File: src/rtl/io_map_pkg.sv
// Shared I/O register map for the memory-stage data memory and I/O block.
// Offsets are word offsets (addr[4:2]) from the I/O base.
package io_map_pkg;

  localparam logic [2:0] IO_IN0     = 3'd0;
  localparam logic [2:0] IO_IN1     = 3'd1;
  localparam logic [2:0] IO_OUT0    = 3'd2;
  localparam logic [2:0] IO_OUT1    = 3'd3;
  localparam logic [2:0] IO_OUT2    = 3'd4;
  localparam logic [2:0] IO_CYCLES  = 3'd5;
  localparam logic [2:0] IO_STATUS  = 3'd6;

  localparam int STATUS_IN0_BIT = 0;
  localparam int STATUS_IN1_BIT = 1;
  localparam int STATUS_BITS    = 2;

endpackage

File: src/rtl/input_sync.sv
// Two-flop synchronizer for an external input bus plus a history flop
// that yields a one-cycle change indication on the synchronized value.
module input_sync #(
  parameter int W = 10
) (
  input  logic         clock,
  input  logic         resetn,
  input  logic [W-1:0] raw,
  output logic [W-1:0] value,
  output logic         changed
);

  logic [W-1:0] s1;
  logic [W-1:0] s2;
  logic [W-1:0] s3;

  always_ff @(posedge clock or negedge resetn) begin
    if (!resetn) begin
      s1 <= '0;
      s2 <= '0;
      s3 <= '0;
    end else begin
      s1 <= raw;
      s2 <= s1;
      s3 <= s2;
    end
  end

  assign value   = s2;
  assign changed = (s2 != s3);

endmodule

File: src/rtl/data_io_mem.sv
// MEM-stage data memory with memory-mapped I/O: word RAM, output ports,
// synchronized inputs with sticky change flags and a loadable cycle counter.
module data_io_mem
  import io_map_pkg::*;
#(
  parameter int RAM_ADDR_BITS = 5,
  parameter int IN_W          = 10
) (
  input  logic            clock,
  input  logic            resetn,
  input  logic [31:0]     addr,
  input  logic [31:0]     wdata,
  input  logic            we,
  output logic [31:0]     rdata,
  input  logic [IN_W-1:0] in_port0,
  input  logic [IN_W-1:0] in_port1,
  output logic [31:0]     out_port0,
  output logic [31:0]     out_port1,
  output logic [31:0]     out_port2
);

  localparam int SEL_BIT   = RAM_ADDR_BITS + 2;
  localparam int RAM_WORDS = 1 << RAM_ADDR_BITS;
  localparam int PAD_W     = 32 - IN_W;

  // Address decode; bits above SEL_BIT and the byte offset are don't-care.
  logic                     io_sel;
  logic [RAM_ADDR_BITS-1:0] word;
  logic [2:0]               io_off;
  logic                     wr_ram;
  logic                     wr_io;
  logic                     unused_addr;

  assign io_sel      = addr[SEL_BIT];
  assign word        = addr[RAM_ADDR_BITS+1:2];
  assign io_off      = addr[4:2];
  assign wr_ram      = we && !io_sel;
  assign wr_io       = we && io_sel;
  assign unused_addr = ^{addr[1:0], addr[31:SEL_BIT+1]};

  // RAM: asynchronous read, no reset; a store coinciding with reset is dropped.
  logic [31:0] ram [RAM_WORDS];

  always_ff @(posedge clock) begin
    if (wr_ram && resetn) begin
      ram[word] <= wdata;
    end
  end

  // Input synchronizers
  logic [IN_W-1:0] in0_q;
  logic [IN_W-1:0] in1_q;
  logic            in0_chg;
  logic            in1_chg;

  input_sync #(.W(IN_W)) u_sync0 (
    .clock   (clock),
    .resetn  (resetn),
    .raw     (in_port0),
    .value   (in0_q),
    .changed (in0_chg)
  );

  input_sync #(.W(IN_W)) u_sync1 (
    .clock   (clock),
    .resetn  (resetn),
    .raw     (in_port1),
    .value   (in1_q),
    .changed (in1_chg)
  );

  // Register file write enables
  logic wr_out0;
  logic wr_out1;
  logic wr_out2;
  logic wr_cycles;
  logic wr_status;

  assign wr_out0   = wr_io && (io_off == IO_OUT0);
  assign wr_out1   = wr_io && (io_off == IO_OUT1);
  assign wr_out2   = wr_io && (io_off == IO_OUT2);
  assign wr_cycles = wr_io && (io_off == IO_CYCLES);
  assign wr_status = wr_io && (io_off == IO_STATUS);

  logic [31:0]            cycles;
  logic [STATUS_BITS-1:0] flags;
  logic [STATUS_BITS-1:0] flag_set;
  logic [STATUS_BITS-1:0] flag_clr;
  logic [STATUS_BITS-1:0] flags_next;

  // Set has priority over a same-edge write-1-to-clear.
  always_comb begin
    flag_set                 = '0;
    flag_set[STATUS_IN0_BIT] = in0_chg;
    flag_set[STATUS_IN1_BIT] = in1_chg;
    flag_clr                 = wr_status ? wdata[STATUS_BITS-1:0] : '0;
    flags_next               = (flags & ~flag_clr) | flag_set;
  end

  always_ff @(posedge clock or negedge resetn) begin
    if (!resetn) begin
      out_port0 <= '0;
      out_port1 <= '0;
      out_port2 <= '0;
      cycles    <= '0;
      flags     <= '0;
    end else begin
      if (wr_out0) out_port0 <= wdata;
      if (wr_out1) out_port1 <= wdata;
      if (wr_out2) out_port2 <= wdata;
      cycles <= wr_cycles ? wdata : cycles + 32'd1;
      flags  <= flags_next;
    end
  end

  // Load path is purely combinational so forwarding sees it in MEM.
  always_comb begin
    rdata = '0;
    if (!io_sel) begin
      rdata = ram[word];
    end else begin
      case (io_off)
        IO_IN0:    rdata = {{PAD_W{1'b0}}, in0_q};
        IO_IN1:    rdata = {{PAD_W{1'b0}}, in1_q};
        IO_OUT0:   rdata = out_port0;
        IO_OUT1:   rdata = out_port1;
        IO_OUT2:   rdata = out_port2;
        IO_CYCLES: rdata = cycles;
        IO_STATUS: rdata = {{(32-STATUS_BITS){1'b0}}, flags};
        default:   rdata = '0;
      endcase
    end
  end

endmodule
File: config.mk
export PLATFORM = sky130hd
export DESIGN_NAME = data_io_mem
export DESIGN_NICKNAME = d
export VERILOG_FILES = /design/src/rtl/io_map_pkg.sv /design/src/rtl/input_sync.sv /design/src/rtl/data_io_mem.sv
export SDC_FILE = /design/constraint.sdc
export NUM_CORES = 1
export LEC_CHECK = 0
export ABC_AREA = 1
export BUFFER_PORTS_ARGS = -buffer_cell sky130_fd_sc_hd__buf_2
export CAP_MARGIN = 40
export CELL_PAD_IN_SITES_DETAIL_PLACEMENT = 1
export CELL_PAD_IN_SITES_GLOBAL_PLACEMENT = 2
export CORE_MARGIN = 2
export CORE_UTILIZATION = 40
export DETAILED_ROUTE_END_ITERATION = 8
export MAX_ROUTING_LAYER = met4
export PLACE_DENSITY_LB_ADDON = 0.1
export RECOVER_POWER = 100
export SYNTH_ARGS = -nofsm -noshare
export SYNTH_HDL_FRONTEND = slang
export SYNTH_HIERARCHICAL = 1
export SYNTH_SLANG_ARGS = --single-unit
File: constraint.sdc
create_clock -name clock -period 2.2 [get_ports clock]
set_clock_uncertainty 0.2 [all_clocks]
set_input_delay 0.11 -clock clock [delete_from_list [all_inputs] [get_ports clock]]
set_output_delay 0.11 -clock clock [all_outputs]
set_load 0.05 [all_outputs]
==> metrics.md, run 1 <==
| Metric | Value |
|---|---|
| Post-synth top cells | `nand2_1, edfxtp_1, dfrtp_1` |
| H-tree level count | `4` |
| Final setup fails | `115` |
| First-pass GRT wire length | `266 mm` |
| Hold Path Class | `register to register` |
| Critical-path cell list | `buf_6, inv_6, buf_12, nor2_1, nand2_1, clkbuf_4, o211ai_1, o21ai_0, nand2_2, buf_12` |
| Share of layout cells above drive strength 1 | `0.134` |
| Largest family of logic cells by synthesized area | `simple AND/OR/NAND/NOR gates` |
| DRC Markers | `0` |
| Gpl congestion | `0.835` |
| CP max stage delay | `0.48 ns` |
| Fmax achieved | `384 MHz` |
| Int Power | `40.0 mW` |
| Post-Synth Simple-Gate Area | `0.258` |
| Crit path max-delay family | `buffers and inverters` |
| Reg clk slew, reported paths | `0.06 ns` |
| Max_cap viols | `20` |
| Clock power share | `0.398` |
| CP most frequent cell | `buf_12` |
| Max Transition Viols Final | `661` |
| Mapped Avg Cell Area | `9.86 um2` |
| Number of global-route vias before repair | `39,300` |
| Die Area | `130,000 um2` |
| Sequential power share | `0.479` |
| Netlist Area Pre-Place | `51,000 um2` |
| All-Layer GR Usage | `0.290` |
| Crit-path max FO | `13` |
| Crit path DAT | `2.30 ns` |
| Worst reg2reg startpoint | `cycles[0]` |
| CTS tree | `built` |
| Initial Util | `0.404` |
| Final instance area | `62,900 um2` |
| Post-synthesis adder-cell area fraction | `0.000245` |
| Mapped Cells | `5,168` |
| Synth Warn # | `6` |
| Fin worst setup slack | `-0.407 ns` |
| Post-synthesis mux area share | `0` |
| Comb power frac | `0.123` |
| Post-Layout Cell Count | `7,424` |
| Pre-antenna DRT Iters | `5` |
| Switching Power | `14.9 mW` |
| Leak Pwr | `26.6 nW` |
| Rel. slew slack | `-0.221` |
| Routed WL | `182 mm` |
| Average wire per standard cell | `24.5 um` |
| Most area-consuming cells after synthesis | `edfxtp_1, nand2_1, dfrtp_1` |
| Crit path buffers/inverters | `5` |
| Root Driver | `clkbuf_16` |
| Largest net degree at the start of global routing | `130` |
| I/O pins | `215` |
| Post-synthesis sequential area ratio | `0.696` |
| Placed insts | `7,097` |
| DRT antenna net count | `0` |
| Core outline area | `126,000 um2` |
| Post-synth top area share | `0.603` |
| Initial antenna violation count | `6` |
| Tmin final | `2.61 ns` |
| Sw Share | `0.272` |
| Dominant synthesized flop cell | `edfxtp_1` |
| Endpoints failing hold | `0` |
| Post-DP Area | `58,000 um2` |
| Distinct cells, synth | `28` |
| Largest area contributor in the netlist | `edfxtp_1` |
| Power Dens Cells | `873 nW/um2` |
| Syn nets | `5,256` |
| Post-Synth XOR/XNOR Area | `0.00292` |
| RSZ-0062 raised after global routing | `yes` |
| 1st-iter DRT viols | `2,960` |
| Post-synth EDFFs | `1,024` |
| Kind of end point of the critical path | `primary output` |
| Yosys reg bits | `1,214` |
| Die W | `361 um` |
| Post-DP HPWL | `115 mm` |
| PortBufs | `188` |
| Die Span Y | `361 um` |
| Via count | `38,100` |
| NumNets Final | `5,747` |
| Violated checks | `max-capacitance violations, max-slew violations, negative setup slack` |
| Post-CTS setup buffer count | `0` |
| Crit path kind | `input port to primary output` |
| CTS buffer count | `136` |
| Tcrit/Tclk final | `1.19` |
| Clock sinks | `1,214` |
| Syn-to-layout area delta | `23.4%` |
| Slew @ Worst Pin | `1.83 ns` |
| Most common cell in the netlist | `nand2_1` |
| Vias per cell | `5.13` |
| Critical Path Slowest Stage Cell | `o211ai_1` |
| Row Count | `130` |
| Startpoint Class | `input port` |
| Highest ir drop seen on vdd | `0.835 mV` |
| Worst hold start | `u_sync1/s1[4]` |
| Worst skew pair latency | `0.79 ns` |
| Clock Path Buffers | `3` |
| Fraction of registers with async set/reset | `0.157` |
| Critical Path Source | `addr[2]` |
| CP Data Required Time | `1.89 ns` |
| Status | `finished, violations left` |
| Grt ovf | `0` |
| Setup TNS Final | `-12.25 ns` |
| Synth Area in Compound Gates | `0.0155` |
## cell families (layout without fill, tap and decap cells)
family,count (synthesis),in the layout
xor+xnor,17,17
fa+ha+maj,1,1
other cells,0,4
flops,1214,1214
compound gates,147,147
simple gates,3452,3452
buf+inv,337,939
## path summary, 6_finish.rpt
kind | end | slack (ns) | cells after the start
worst max-delay path | rdata[3] | -0.41 | 10
worst min-delay path | u_sync1/value[4] | 0.15 | 0
worst max register to register | cycles[26] | 0.13 | 8
worst min register to register | u_sync1/value[4] | 0.15 | 0
max in group asynchronous | u_sync1/s3[1] | 0.09 | 5
min in group asynchronous | out_port2[23] | 0.41 | 4
## power groups by stage
stage	registers [mW]	logic [mW]	clock network, mW
floorplan	27.8	2.48	0
global placement	26.7	6.53	0
detailed placement	26.7	6.62	0
CTS	26.3	6.91	22.3
global route	26.4	7.36	23.1
finish	26.3	6.79	21.9
## layer usage
metal | routed length, um | global-route usage | up-vias
li1 | - | - | 17700
met4 | 5510 | 0.0938 | 0
met5 | 0 | - | -
met1 | 79200 | 0.379 | 19200
met3 | 9970 | 0.0491 | 270
met2 | 87300 | 0.463 | 932
## layout by cell type (no fill, tap or decap), types with 4 or more instances in the layout
master         Yosys  final
buf_12             0    122
nand4_1           17     17
nand2_1         3216   3091
buf_4              0    145
nor2_1           153     78
clkinvlp_4         0      5
clkbuf_1         141    173
inv_6              0      5
o211ai_1           4      4
xor2_1             6      6
nor3_1             8      7
buf_6              0     28
nand2_4            0     27
xnor2_1           11     11
clkinv_1           1     38
nor2_2             2     49
nand3b_1           4      4
nor2_4             0     28
clkbuf_2           0     16
buf_2             79     24
buf_8              0     21
diode_2            0      4
nand2_2            0     97
dlygate4sd3_1      0     77
clkbuf_4           0     12
clkinv_2           0     18
clkbuf_16          0    145
clkbuf_8           0      8
dfrtp_1          190    190
o2111ai_1         10     10
nor3_2            10      4
nor3_4             1      8
inv_1             92     93
o21ai_1           22     20
edfxtp_1        1024   1024
o21ai_0          107    109
nand3_1           39     39
## timing repair
item,CTS,global route
resized for setup,160,90
endpoints found under the hold margin,1364,0
pin swaps,59,107
hold buffers,77,0
gates cloned,0,0
endpoints found under the setup margin,32,35
## worst register-to-register path, delay by kind of cell, from the launching register on
family,cells,cell delay [ns]
AOI/OAI and AO/OA,1,0.07
adders and majority gates,1,0.22
buffers and inverters,1,0.12
DFF,1,0.42
and+or+nand+nor,5,0.88
## through the flow
step	hold slack [ns]	utilization	setup slack, ns	total power [mW]
finish	0.148	0.499	-0.407	54.9
detailed placement	-0.0252	0.460	-0.317	33.4
global placement	-0.0241	0.460	-0.317	33.3
floorplan	-0.386	-	-0.285	30.3
global route	0.153	0.499	-0.418	56.9
CTS	0.0598	0.503	-0.394	55.5
## layout make-up
cell class,instances,area [um2]
flip-flops and latches,1214,35500
fillers,13800,63100
repair buffers,591,5770
well taps,1650,2060
diodes,4,10.0
multi-input cells,3617,15000
clock buffers,180,3840
inverters,99,384
clock inverters,69,410
## flip-flops by register name (all words and copies together) (netlist names)
name and count:
u_sync1/s3 10, cycles 32, ram 1024, out_port0 32, u_sync0/value 10, u_sync0/s3 10, u_sync1/value 10, flags 2
u_sync0/s1 10, out_port2 32, out_port1 32, u_sync1/s1 10
(Power assumes the default switching activity.)
==> run 2, diff against run 1 <==
Settings changed: ABC_AREA 1 to default, CORE_MARGIN 2 to default, CORE_UTILIZATION 40 to 47, SLEW_MARGIN from default to 0.
==> run 2 against run 1 <==
The run still ends with max-capacitance violations, max-slew violations, negative setup slack left. Sequential share of layout area up 3.6 points. Critical path type is now register to primary output. Synthesized cell count down 48%. Highest routed layer unchanged. Setup slack worse by 0.21 ns.
==> metrics.md, run 2 <==
| Metric | Value |
|---|---|
| Status | `finished, violations left (unchanged)` |
| Violated checks | `max-capacitance violations, max-slew violations, negative setup slack (unchanged)` |
| Die Area | `102,000 um2 (was 130,000 um2)` |
| Most common cell in the netlist | `edfxtp_1 (was nand2_1)` |
| PortBufs | `188 (unchanged)` |
| Crit path DAT | `2.51 ns (was 2.30 ns)` |
| Fraction of registers with async set/reset | `0.157 (unchanged)` |
| Kind of end point of the critical path | `primary output (unchanged)` |
| CTS buffer count | `133 (was 136)` |
| Largest net degree at the start of global routing | `136 (was 130)` |
| Rel. slew slack | `-0.247 (was -0.221)` |
| Largest area contributor in the netlist | `edfxtp_1 (unchanged)` |
| NumNets Final | `3,398 (was 5,747)` |
| Yosys reg bits | `1,214 (unchanged)` |
| Crit-path max FO | `1 (was 13)` |
| Comb power frac | `0.117 (was 0.123)` |
| Max_cap viols | `13 (was 20)` |
| Core Util, Final | `0.592 (was 0.499)` |
| Post-synth top cells | `edfxtp_1, mux2i_1, o22ai_1 (was nand2_1, edfxtp_1, dfrtp_1)` |
| Via count | `28,800 (was 38,100)` |
| Worst hold start | `addr[4] (was u_sync1/s1[4])` |
| Hold Path Class | `input port to register (was register to register)` |
| Routed WL | `155 mm (was 182 mm)` |
| Fin worst setup slack | `-0.619 ns (was -0.407 ns)` |
| R2r endpoint | `cycles[22] (was cycles[26])` |
| First-pass GRT wire length | `219 mm (was 266 mm)` |
| Power Dens Cells | `938 nW/um2 (was 873 nW/um2)` |
| Setup TNS Final | `-41.11 ns (was -12.25 ns)` |
| Tcrit/Tclk final | `1.28 (was 1.19)` |
| Int Power | `41.4 mW (was 40.0 mW)` |
| Initial Util | `0.474 (was 0.404)` |
| Gpl congestion | `0.820 (was 0.835)` |
| Post-synth top area share | `0.649 (was 0.603)` |
| CP Data Required Time | `1.89 ns (about the same)` |
| Most area-consuming cells after synthesis | `edfxtp_1, mux2i_1, dfrtp_1 (was edfxtp_1, nand2_1, dfrtp_1)` |
| Vias per cell | `6.11 (was 5.13)` |
| Tmin final | `2.82 ns (was 2.61 ns)` |
| Synth Warn # | `6 (unchanged)` |
| DRC Markers | `0 (unchanged)` |
| H-tree level count | `4 (unchanged)` |
| Crit path kind | `register to primary output (was input port to primary output)` |
| Max Transition Viols Final | `483 (was 661)` |
| Clock sinks | `1,214 (unchanged)` |
| Clock Path Buffers | `3 (unchanged)` |
| Row Count | `116 (was 130)` |
| Leak Pwr | `21.5 nW (was 26.6 nW)` |
| Grt ovf | `0 (unchanged)` |
| Worst skew pair latency | `0.74 ns (was 0.79 ns)` |
| Most common cell after layout, fill and taps aside | `edfxtp_1 (was nand2_1)` |
| Mapped Avg Cell Area | `17.5 um2 (was 9.86 um2)` |
| Hold Path Depth | `7 (was 0)` |
| Post-synth EDFFs | `1,024 (unchanged)` |
| Post-DP HPWL | `95.8 mm (was 115 mm)` |
| Worst reg2reg startpoint | `cycles[1] (was cycles[0])` |
| Average wire per standard cell | `32.8 um (was 24.5 um)` |
| Switching Power | `14.1 mW (was 14.9 mW)` |
| Syn nets | `2,796 (was 5,256)` |
| I/O pins | `215 (unchanged)` |
| Distinct cells, synth | `51 (was 28)` |
| DRT antenna net count | `0 (unchanged)` |
| Netlist Area Pre-Place | `47,400 um2 (was 51,000 um2)` |
| Post-synthesis sequential area ratio | `0.750 (was 0.696)` |
| Final setup fails | `608 (was 115)` |
| Hold WS | `0.0733 ns (was 0.148 ns)` |
| Largest Register | `ram (unchanged)` |
| Reg clk slew, reported paths | `0.06 ns (about the same)` |
| Worst hold endpoint | `flags[1] (was u_sync1/value[4])` |
| RSZ-0062 raised after global routing | `yes (unchanged)` |
| Storage cell area | `35,500 um2 (unchanged)` |
| Share of layout cells above drive strength 1 | `0.257 (was 0.134)` |
| Endpoints failing hold | `0 (unchanged)` |
| Core outline area | `100,000 um2 (was 126,000 um2)` |
| CTS tree | `built (unchanged)` |
| Mapped Cells | `2,708 (was 5,168)` |
| Die W | `319 um (was 361 um)` |
| Highest ir drop seen on vdd | `0.702 mV (was 0.835 mV)` |
| Pre-antenna DRT Iters | `5 (unchanged)` |
| Dominant synthesized flop cell | `edfxtp_1 (unchanged)` |
| Most frequent cells in the layout | `edfxtp_1, mux2i_1, o22ai_1, buf_4, dfrtp_1 (was nand2_1, edfxtp_1, dfrtp_1, clkbuf_1)` |
| Root Driver | `clkbuf_16 (unchanged)` |
| Post-CTS setup buffer count | `0 (unchanged)` |
| Die Span Y | `319 um (was 361 um)` |
| Number of global-route vias before repair | `30,100 (was 39,300)` |
| Syn-to-layout area delta | `24.9% (was 23.4%)` |
| Sw Share | `0.255 (was 0.272)` |
| Slew @ Worst Pin | `1.87 ns (was 1.83 ns)` |
| Initial antenna violation count | `8 (was 6)` |
| FF-to-FF setup slack | `0.12 ns (was 0.13 ns)` |
| All-Layer GR Usage | `0.313 (was 0.290)` |
| 1st-iter DRT viols | `3,127 (was 2,960)` |
| Startpoint Class | `register (was input port)` |
| Max reg flops | `1,024 (unchanged)` |
| # fillers | `8,853 (was 13,800)` |
| Clock power share | `0.406 (was 0.398)` |
| Cells on worst reg2reg path | `7 (was 8)` |
| Multi-input gate area | `11,900 um2 (was 15,000 um2)` |
| Fmax achieved | `355 MHz (was 384 MHz)` |
| Sequential power share | `0.477 (was 0.479)` |
## run 2: changes by cell type in the layout (fill, tap and decap cells not counted), sizes merged, moves of 38 or more
cell and delta:
buf +38, o22ai +257, mux2i +519, nor4 +56, nor2 -82, mux2 +105, o21ai -105, inv -92
nand2 -3197
## run 2: power by group through the flow
stage / logic (mW) / clock network [mW] / registers, mW
4_1_cts: 6.59 / 22.8 / 26.5
6_report: 6.48 / 22.6 / 26.5
5_1_grt: 6.78 / 23.6 / 26.6
3_3_place_gp: 6.14 / 0 / 26.9
2_1_floorplan: 2.44 / 0 / 28.2
3_5_place_dp: 6.26 / 0 / 26.9
## run 2: logic make-up (layout without fill, tap and decap cells)
kind of cell | after synthesis | after routing | share of synthesized area
and+or+nand+nor | 239 | 239 | 0.0289
DFF | 1214 | 1214 | 0.750
other | 0 | 5 | 0
muxes | 629 | 629 | 0.137
adders and majority gates | 1 | 1 | 0.000264
xor gates and xnor gates | 50 | 50 | 0.00925
AOI/OAI and AO/OA | 410 | 410 | 0.0571
buffers and inverters | 165 | 868 | 0.0180
## run 2: worst max-delay path: stages, from the launching register on
cell      delay [ns]
edfxtp_1        0.39
mux2i_2         0.25
o22ai_1         0.12
or4_4           0.54
o31a_1          0.31
buf_6           0.17
## run 2: area by class of cell
type / count / area share
inverters: 7 / 0.000444
diodes: 5 / 0.000211
clock buffers: 176 / 0.0623
multi-input cells: 1329 / 0.202
flip-flops and latches: 1214 / 0.600
repair buffers: 625 / 0.0960
well taps: 1298 / 0.0274
clock inverters: 60 / 0.0119
## run 2: how the worst max path moves through the flow
stage,to,cells past startpoint,start
2_1_floorplan,ram[27][0],7,addr[2]
3_3_place_gp,rdata[24],9,addr[3]
3_5_place_dp,rdata[16],12,addr[3]
4_1_cts,rdata[6],5,ram[24][6]
5_1_grt,rdata[6],5,ram[24][6]
6_report,rdata[6],5,ram[24][6]
## run 2: repair_timing
item	in CTS	in global routing
setup endpoints to repair	32	37
endpoints found under the hold margin	1364	0
hold buffers	78	0
resized for setup	134	44
pin swaps	81	51
## run 2: layer usage
metal,vias up,GRT usage,wire (um)
li1,12100,-,-
met1,15300,0.416,64800
met2,1216,0.502,75800
met3,252,0.0478,10400
met4,0,0.0909,3950
met5,-,-,0
## run 2: per-stage QoR
stage	cells	area, um2	setup slack, ns	power (mW)
floorplan	2708	47800	-0.225	30.6
global placement	4397	54000	-0.545	33.0
detailed placement	4398	54000	-0.564	33.2
CTS	4709	59700	-0.674	55.9
global route	4711	59200	-0.673	57.0
finish	4714	59200	-0.619	55.5
